## src/rtl/uart_rx_frame_if.sv

```systemverilog
// Receive-side bus of uart_rx_frame: serial line and frame-slot inputs, memory-write and status outputs.
// Latency: none; this file only bundles wires.
// Backpressure: none; the frame consumer throttles only through ack after full.
// Ports (slave = receiver, master = line driver / frame consumer):
//   rx, cycle[5:0], ack                                   master -> slave
//   addr[8:0], data[7:0], we, full, frame_err, byte_cnt[4:0]  slave -> master
interface uart_rx_frame_if;
    logic       rx;
    logic [5:0] cycle;
    logic       ack;
    logic [8:0] addr;
    logic [7:0] data;
    logic       we;
    logic       full;
    logic       frame_err;
    logic [4:0] byte_cnt;

    modport master (
        output rx, cycle, ack,
        input  addr, data, we, full, frame_err, byte_cnt
    );

    modport slave (
        input  rx, cycle, ack,
        output addr, data, we, full, frame_err, byte_cnt
    );
endinterface

```

## src/rtl/uart_rx_frame.sv

```systemverilog
// RS485 8N1 UART receiver: oversamples rx and writes each byte to frame memory at byte_cnt + cycle*4.
// Latency: we rises 2 + OVS/2 + 9*OVS + 1 clks after the rx falling edge (+/-1 clk synchroniser phase).
// Backpressure: after BYTES bytes, full holds and incoming bytes are dropped until ack.
// Ports: clk (baud*OVS), reset (sync, active-high), bus (uart_rx_frame_if.slave).
// Optional feature: define RX_TIMEOUT_EN to discard a partial frame after TIMEOUT idle clks.
module uart_rx_frame #(
    parameter logic [4:0] BYTES   = 5'd4,
    parameter int         OVS     = 8,
    parameter int         TIMEOUT = 255
) (
    input  logic              clk,
    input  logic              reset,
    uart_rx_frame_if.slave    bus
);

    localparam int CNT_W = $clog2(OVS);
    localparam logic [CNT_W-1:0] CNT_HALF = CNT_W'(OVS / 2 - 1);
    localparam logic [CNT_W-1:0] CNT_LAST = CNT_W'(OVS - 1);

    if ((OVS < 4) || (OVS % 2 != 0) || (BYTES == 5'd0) || (TIMEOUT < 1)) begin : g_bad_params
        $error("uart_rx_frame: illegal parameter combination");
    end

    typedef enum logic [2:0] {IDLE, START, DATA, STOP, STORE, DONE} state_t;

    state_t           state_q, state_d;
    logic             rx_meta_q, rxs_q;
    logic [CNT_W-1:0] cnt_q, cnt_d;
    logic [3:0]       bit_q, bit_d;
    logic [7:0]       shift_q, shift_d;
    logic [8:0]       addr_q, addr_d;
    logic [7:0]       data_q, data_d;
    logic             we_q, we_d;
    logic             full_q, full_d;
    logic             ferr_q, ferr_d;
    logic [4:0]       byte_cnt_q, byte_cnt_d;

`ifdef RX_TIMEOUT_EN
    localparam int GAP_W = $clog2(TIMEOUT + 1);
    logic [GAP_W-1:0] gap_q, gap_d;
`endif

    always_comb begin
        state_d    = state_q;
        cnt_d      = cnt_q;
        bit_d      = bit_q;
        shift_d    = shift_q;
        addr_d     = addr_q;
        data_d     = data_q;
        we_d       = 1'b0;
        full_d     = full_q;
        ferr_d     = 1'b0;
        byte_cnt_d = byte_cnt_q;

        case (state_q)
            IDLE: begin
                if (!rxs_q) begin
                    state_d = START;
                    cnt_d   = '0;
                end
            end
            START: begin
                // Half a bit in: the line must still be low, else it was a glitch.
                if (cnt_q == CNT_HALF) begin
                    if (rxs_q) begin
                        state_d = IDLE;
                    end else begin
                        state_d = DATA;
                        cnt_d   = '0;
                        bit_d   = '0;
                    end
                end else begin
                    cnt_d = cnt_q + 1'b1;
                end
            end
            DATA: begin
                if (cnt_q == CNT_LAST) begin
                    cnt_d   = '0;
                    shift_d = {rxs_q, shift_q[7:1]};
                    bit_d   = bit_q + 4'd1;
                    if (bit_q == 4'd7) begin
                        state_d = STOP;
                    end
                end else begin
                    cnt_d = cnt_q + 1'b1;
                end
            end
            STOP: begin
                if (cnt_q == CNT_LAST) begin
                    cnt_d = '0;
                    if (rxs_q) begin
                        // Outputs are registered so we/addr/data are valid together during STORE.
                        state_d = STORE;
                        we_d    = 1'b1;
                        data_d  = shift_q;
                        addr_d  = {4'd0, byte_cnt_q} + {1'b0, bus.cycle, 2'b00};
                    end else begin
                        state_d = IDLE;
                        ferr_d  = 1'b1;
                    end
                end else begin
                    cnt_d = cnt_q + 1'b1;
                end
            end
            STORE: begin
                byte_cnt_d = byte_cnt_q + 5'd1;
                if (byte_cnt_q + 5'd1 == BYTES) begin
                    state_d = DONE;
                    full_d  = 1'b1;
                end else begin
                    state_d = IDLE;
                end
            end
            DONE: begin
                if (bus.ack) begin
                    state_d    = IDLE;
                    full_d     = 1'b0;
                    byte_cnt_d = '0;
                end
            end
            default: state_d = IDLE;
        endcase

`ifdef RX_TIMEOUT_EN
        // Gap only runs while idling inside a partial frame; leaving IDLE clears it.
        gap_d = '0;
        if ((state_q == IDLE) && (state_d == IDLE) && (byte_cnt_q != 5'd0)) begin
            if (gap_q == GAP_W'(TIMEOUT - 1)) begin
                byte_cnt_d = '0;
                ferr_d     = 1'b1;
            end else begin
                gap_d = gap_q + 1'b1;
            end
        end
`endif
    end

    always_ff @(posedge clk) begin
        if (reset) begin
            rx_meta_q  <= 1'b1;
            rxs_q      <= 1'b1;
            state_q    <= IDLE;
            cnt_q      <= '0;
            bit_q      <= '0;
            shift_q    <= '0;
            addr_q     <= '0;
            data_q     <= '0;
            we_q       <= 1'b0;
            full_q     <= 1'b0;
            ferr_q     <= 1'b0;
            byte_cnt_q <= '0;
`ifdef RX_TIMEOUT_EN
            gap_q      <= '0;
`endif
        end else begin
            rx_meta_q  <= bus.rx;
            rxs_q      <= rx_meta_q;
            state_q    <= state_d;
            cnt_q      <= cnt_d;
            bit_q      <= bit_d;
            shift_q    <= shift_d;
            addr_q     <= addr_d;
            data_q     <= data_d;
            we_q       <= we_d;
            full_q     <= full_d;
            ferr_q     <= ferr_d;
            byte_cnt_q <= byte_cnt_d;
`ifdef RX_TIMEOUT_EN
            gap_q      <= gap_d;
`endif
        end
    end

    assign bus.addr      = addr_q;
    assign bus.data      = data_q;
    assign bus.we        = we_q;
    assign bus.full      = full_q;
    assign bus.frame_err = ferr_q;
    assign bus.byte_cnt  = byte_cnt_q;

endmodule
```

## src/flat_wrapper.sv

```systemverilog
// flat-port wrapper written by rule: the top's interface ports become plain ports
module uart_rx_frame_flat 
#(
    parameter logic [4:0] BYTES   = 5'd4,
    parameter int         OVS     = 8,
    parameter int         TIMEOUT = 255
)
  (clk, reset, bus_rx, bus_cycle, bus_ack, bus_addr, bus_data, bus_we, bus_full, bus_frame_err, bus_byte_cnt);
  uart_rx_frame_if bus_i ();
  input  logic clk;
  input  logic reset;
  input wire logic [$bits(bus_i.rx)-1:0] bus_rx;
  input wire logic [$bits(bus_i.cycle)-1:0] bus_cycle;
  input wire logic [$bits(bus_i.ack)-1:0] bus_ack;
  output wire logic [$bits(bus_i.addr)-1:0] bus_addr;
  output wire logic [$bits(bus_i.data)-1:0] bus_data;
  output wire logic [$bits(bus_i.we)-1:0] bus_we;
  output wire logic [$bits(bus_i.full)-1:0] bus_full;
  output wire logic [$bits(bus_i.frame_err)-1:0] bus_frame_err;
  output wire logic [$bits(bus_i.byte_cnt)-1:0] bus_byte_cnt;
  assign bus_i.rx = bus_rx;
  assign bus_i.cycle = bus_cycle;
  assign bus_i.ack = bus_ack;
  assign bus_addr = bus_i.addr;
  assign bus_data = bus_i.data;
  assign bus_we = bus_i.we;
  assign bus_full = bus_i.full;
  assign bus_frame_err = bus_i.frame_err;
  assign bus_byte_cnt = bus_i.byte_cnt;
  uart_rx_frame #(.BYTES(BYTES), .OVS(OVS), .TIMEOUT(TIMEOUT)) u_core (.clk(clk), .reset(reset), .bus(bus_i));
endmodule
```

## config.mk

```make
export PLATFORM = sky130hd
export DESIGN_NAME = uart_rx_frame_flat
export DESIGN_NICKNAME = d
export VERILOG_FILES = /design/src/rtl/uart_rx_frame_if.sv /design/src/rtl/uart_rx_frame.sv /design/src/flat_wrapper.sv
export SDC_FILE = /design/constraint.sdc
export NUM_CORES = 1
export LEC_CHECK = 0
export ABC_AREA = 1
export CAP_MARGIN = 10
export CORE_MARGIN = 5
export CORE_UTILIZATION = 48
export CTS_BUF_LIST = sky130_fd_sc_hd__clkbuf_16
export CTS_CLUSTER_SIZE = 24
export DETAILED_ROUTE_END_ITERATION = 8
export PLACE_DENSITY_LB_ADDON = 0.15
export SYNTH_ARGS = -nofsm -noshare
export SYNTH_HDL_FRONTEND = slang
export SYNTH_SLANG_ARGS = --single-unit
```

## constraint.sdc

```tcl
create_clock -name clk -period 2.3 [get_ports clk]
set_input_delay 0.23 -clock clk [delete_from_list [all_inputs] [get_ports clk]]
set_output_delay 0.23 -clock clk [all_outputs]
set_load 0.02 [all_outputs]
```

-- Word level (Yosys, flattened, before mapping)
Cells that the tools add are included.
- register bits after elaboration: 45
- input port bits: 10
- output and inout port bits: 25
- logic and storage cells: 72
- $add $sub $neg: 4
- equality and inequality tests: 17
- muxes and demuxes: 25
- bitwise operators: 2
- reduce and logical (&&, ||, !) cells: 12
- operators with widths (operator ; number):
    $mux W3 ; 11
    $pmux W3 S6 ; 1
    $mux W4 ; 3
    $ne A2 B1 Y1 const B ; 5
    $pmux W5 S2 ; 1
    $add A5 B8 Y9 ; 1
    $eq A3 B2 Y1 const B ; 3
    $eq A3 B3 Y1 const B ; 3
    $pmux W3 S3 ; 1
    $pmux W4 S2 ; 1
    $ne A2 B2 Y1 const B ; 3
    $reduce_and A3 Y1 ; 2
    $reduce_and A6 Y1 ; 1
    $add A5 B1 Y5 const B ; 1
    $eq A5 B3 Y1 const B ; 1
    $mux W5 ; 1
    $add A4 B1 Y4 const B ; 1
    $eq A4 B3 Y1 const B ; 1
    $mux W1 ; 4
    $reduce_and A2 Y1 ; 2
    $reduce_and A4 Y1 ; 1
    $reduce_bool A2 Y1 ; 2
    $add A3 B1 Y3 const B ; 1
    $eq A3 B1 Y1 const B ; 1
    7 further kinds ; 8

-- Longest topological paths before layout
- word-level depth: 4
- mapped depth: 11
- mapped depth without buffers: 11

-- Least setup slack after synthesis
Ideal clock, no wire load.
- path kind: register to register
- start: register u_core.byte_cnt_q[2], in the netlist u_core.bus.byte_cnt[2]
- end: register u_core.addr_q[6], in the netlist u_core.bus.addr[6]
- setup time: 120 ps
- arrival: 1408 ps
- data required time: 2180 ps
- path slack: 772 ps
- cell stages (with the launch flop): 7
- buffers on the path: 0
- path through: dfxtp_1 > ha_1 > fa_1 > nand2_1 > a21oi_1 > xnor2_1 > a21oi_1
- cells in the longest elaborated chain, start to end: 1
- RTL lines (item ; line ; text):
    start, declared ; uart_rx_frame.sv:36 ; logic [4:0] byte_cnt_q, byte_cnt_d;
    start signal, assigned ; uart_rx_frame.sv:167 ; byte_cnt_q <= byte_cnt_d;
    $add A5 B8 Y9 ; uart_rx_frame.sv:96 ; addr_d = {4'd0, byte_cnt_q} + {1'b0, bus.cycle, 2'b00};
    end signal, assigned ; uart_rx_frame.sv:162 ; addr_q <= addr_d;
    end, declared ; uart_rx_frame.sv:31 ; logic [8:0] addr_q, addr_d;
Every way passes these cells.
A chain may end at the register's enable or synchronous reset.

-- Final worst setup path
- start: register u_core.byte_cnt_q[3], in the netlist u_core.bus.byte_cnt[3]
- end: output bus_byte_cnt[3]
- RTL lines (item ; line ; text):
    end, declared ; flat_wrapper.sv:20 ; output wire logic [$bits(bus_i.byte_cnt)-1:0] bus_byte_cnt;
No word-level cell between the ends.

==> out/results.tsv <==
stage	metric	value	unit
outcome	outcome	complete, no violations	
die	Starting Density	48.92	%
critical_path	flop-to-flop setup slack	0.66	ns
critical_path	RR Endpoint	u_core.state_q[0]	
power_and_ir_drop	leakage	1.175	nW
finish	Final Non-Filler Cells	368	
timing	Setup Viol. Count Final	0	
grt	Top Usage Layer GRT	met2	
logic_synthesis	Syn Nets	299	
timing	fmax	604.1	MHz
critical_path	crit-path cells	clkdlybuf4s50_1	
logic_synthesis	Ys Warns	0	
critical_path	Setup CP Type	reg2out	
detailed_routing	via density per instance	5.014	
timing	PnR worst setup slack	0.6446	ns
clock_network	post-CTS setup buffers	0	
die	Ports	35	
power_and_ir_drop	Clk pwr share	41.5	%
clock_network	# H-tree levels	2	
grt	met3 global-route usage	5.083	%
hold_path	Hold Path Sink	u_core.rxs_q	
timing	fin crit share	71.97	%
die	die height	76.16	um
clock_network	clk buf depth	2	
logic_synthesis	post-synthesis async set-or-reset flop share	0	%
power_and_ir_drop	internal power	1.233	mW
placement	pre-CTS worst setup slack	0.5042	ns
grt	initial antenna violation count	0	
critical_path	Critical Path Sink Type	output pin	
logic_synthesis	synthesized area	2101	um2
logic_synthesis	area leader, netlist	dfxtp_1	
finish	multi-input logic area	1015	um2
power_and_ir_drop	peak supply drop	0.4596	mV
die	# rows	24	
clock_network	Clock Sinks	45	
logic_synthesis	Netlist cell types	30	
placement	Inst Count DP	360	
timing	total negative setup slack	0	ns
grt	GRT Total Usage	16.38	%
die	core area	4294	um2
finish	post-layout util	60.46	%
logic_synthesis	Mean Syn Cell Area	7.503	um2
clock_network	Reg clk slew, reported paths	0.06	ns
clock_network	cts bufs inserted	5	
critical_path	CP arrival	1.43	ns
timing	Final Skew	0.005089	ns
placement	area of placed instances	2460	um2
detailed_routing	post-DR wirelength/cell	12.20	um
grt	gr ovfl total	0	
critical_path	CP peak stage delay	0.67	ns
logic_synthesis	post-synthesis register bit count	45	
clock_network	hold_buf cts	0	
finish	final net count	334	
hold_path	hold_sp	u_core.rx_meta_q	
logic_synthesis	Top FF cell, synth	dfxtp_1	
grt	global-route wire length before repair	7.976	mm
grt	largest net degree at the start of global routing	26	
placement	Placer Congestion	0.7978	
logic_synthesis	synthesized instance count	280	
detailed_routing	Antenna Nets Post-Route	0	
power_and_ir_drop	Pwr Density	612.7	nW/um2
clock_network	post-CTS sizing	0	
logic_synthesis	sequential fraction of the synthesis area	42.88	%
logic_synthesis	Synth top area share	42.88	%
finish	share of layout cells above drive strength 1	9.494	%
power_and_ir_drop	share of power burned in registers	50.6	%
critical_path	CP Launch Type	flop	
timing	RSZ-0062 raised after global routing	false	
placement	hpwl dp	3.143	mm
grt	grt met1 use	21.72	%
logic_synthesis	top cells by area, synth	dfxtp_1 43%, nor2_1 8.8%, nand2_1 8.0%	
timing	relative slew slack	76.87	%
die	die width	76.16	um
critical_path	critical-path maximum fanout	7	
finish	# diodes	0	
timing	fin. max-slew vios	0	
critical_path	RR Startpoint	u_core.cnt_q[0]	
finish	FF/Latch Area	900.9	um2
detailed_routing	Post-route DRC	0	
grt	vias in the first global route	1758	
critical_path	Critical Path RT	2.07	ns
grt	met2 Usage GRT	25.60	%
critical_path	Slowest-stage cell, CP	clkdlybuf4s50_1	
hold_path	Hold Crit Class	reg2reg	
critical_path	crit-path leading delay family	buffers and inverters	
finish	area grow syn2layout	23.59	%
clock_network	CTS tree	yes	
detailed_routing	initial drt markers	102	
hold_path	worst hold stages	1	
power_and_ir_drop	Switching Fraction	22.52	%
timing	Final Hold Violating Endpoints	0	
power_and_ir_drop	sw power	0.3583	mW
timing	Min Clock Period, post-route	1.655	ns
critical_path	WP buf/inv	1	
placement	Port Buf Inserts	34	
finish	FILL cells	388	
finish	post-route cell area	2596	um2
die	die area	5800	um2
critical_path	worst r2r path cells	9	
clock_network	clk_lat worst skew	0.28	ns
power_and_ir_drop	Comb pwr share	7.9	%
clock_network	root buffer cell	clkbuf_16	
detailed_routing	drt total wl	4.488	mm
detailed_routing	via count	1845	
timing	worst slew pin tran	0.3465	ns
detailed_routing	DR pass1 iterations	4	
logic_synthesis	number of synthesized flops with an enable pin	0	
run	Max Cap Viol	0	
## per-layer routing
metal  vias up  part of all wire (%)
met4         0                  0.87
met1       831                    49
met3         4                   4.4
met5         -                     0
met2        41                    46
li1        969                     -
## power groups by stage
| stage | clock [mW] | sequential [mW] | combinational, mW |
|---|---|---|---|
| after global routing | 0.724 | 0.805 | 0.143 |
| final | 0.661 | 0.805 | 0.126 |
| after global placement | 0 | 0.822 | 0.125 |
| after floorplan | 0 | 0.812 | 0.101 |
| after CTS | 0.686 | 0.804 | 0.126 |
| after detailed placement | 0 | 0.822 | 0.124 |
## cell usage after synthesis, types with 2 or more instances
library cell	instances
inv_1	24
dfxtp_1	45
or2_2	2
nor2_2	4
buf_4	2
xor2_1	4
nand3_1	15
a21oi_1	20
nor2_1	49
buf_6	4
nand4_1	3
o211ai_1	2
clkbuf_1	3
nand2_2	5
inv_2	5
nand2_1	45
ha_1	8
o21ai_1	2
o21ai_0	26
xnor2_1	2
## sequential cells by signal (all words and copies together), names as in the netlist
| name | count |
|---|---|
| u_core.rxs_q | 1 |
| u_core.bus.data | 8 |
| u_core.bus.addr | 9 |
| u_core.bus.frame_err | 1 |
| u_core.bus.byte_cnt | 5 |
| u_core.shift_q | 8 |
| u_core.cnt_q | 3 |
| u_core.bit_q | 4 |
| u_core.bus.full | 1 |
| u_core.rx_meta_q | 1 |
| u_core.bus.we | 1 |
| u_core.state_q | 3 |
## through the flow
| step | power, mW | hold slack [ns] |
|---|---|---|
| 2_1_floorplan | 0.9123 | 0.3338 |
| 3_3_place_gp | 0.9463 | 0.4022 |
| 3_5_place_dp | 0.9458 | 0.3999 |
| 4_1_cts | 1.617 | 0.4150 |
| 5_1_grt | 1.673 | 0.4207 |
| 6_report | 1.591 | 0.4110 |
## worst max path at each step
stage                           start                 end  slack [ns]  cells after the start
6_report       u_core.bus.byte_cnt[3]     bus_byte_cnt[3]        0.64                      1
5_1_grt               u_core.cnt_q[0]     u_core.bit_q[0]        0.49                     11
4_1_cts        u_core.bus.byte_cnt[3]     bus_byte_cnt[3]        0.63                      1
3_5_place_dp             bus_cycle[0]  u_core.bus.addr[6]        0.50                      7
3_3_place_gp             bus_cycle[0]  u_core.bus.addr[6]        0.54                      7
2_1_floorplan  u_core.bus.byte_cnt[2]  u_core.bus.addr[6]        0.77                      6
## layout make-up
cell class / count / share of cell area (%)
Clock buffer: 5 / 4.819
Clock inverter: 3 / 0.4337
Inverter: 29 / 4.193
Multi-Input combinational cell: 196 / 39.08
Sequential cell: 45 / 34.70
Tap cell: 52 / 2.506
Timing Repair Buffer: 38 / 14.27
## cell families (layout without fill, tap and decap cells)
| kind of cell | after synthesis | after routing | share of synthesized area (%) |
|---|---|---|---|
| xor gates and xnor gates | 6 | 6 | 2.501 |
| adders and majority gates | 9 | 9 | 5.718 |
| and+or+nand+nor | 129 | 129 | 27.16 |
| buffers and inverters | 39 | 75 | 8.814 |
| AOI/OAI and AO/OA | 52 | 52 | 12.92 |
| DFF | 45 | 45 | 42.88 |
## cell usage in the layout (no fill, tap or decap), drive strengths merged
cell type,count
nor4,1
nand4,4
clkdlybuf4s50,34
clkbuf,5
o21ai,28
a22oi,1
dfxtp,45
nand3,16
ha,8
inv,32
xnor2,2
xor2,4
nand2,50
nor3,2
o211ai,2
fa,1
or2,2
buf,4
nor2,54
a21oi,21
Power figures use the tool's default switching activity.
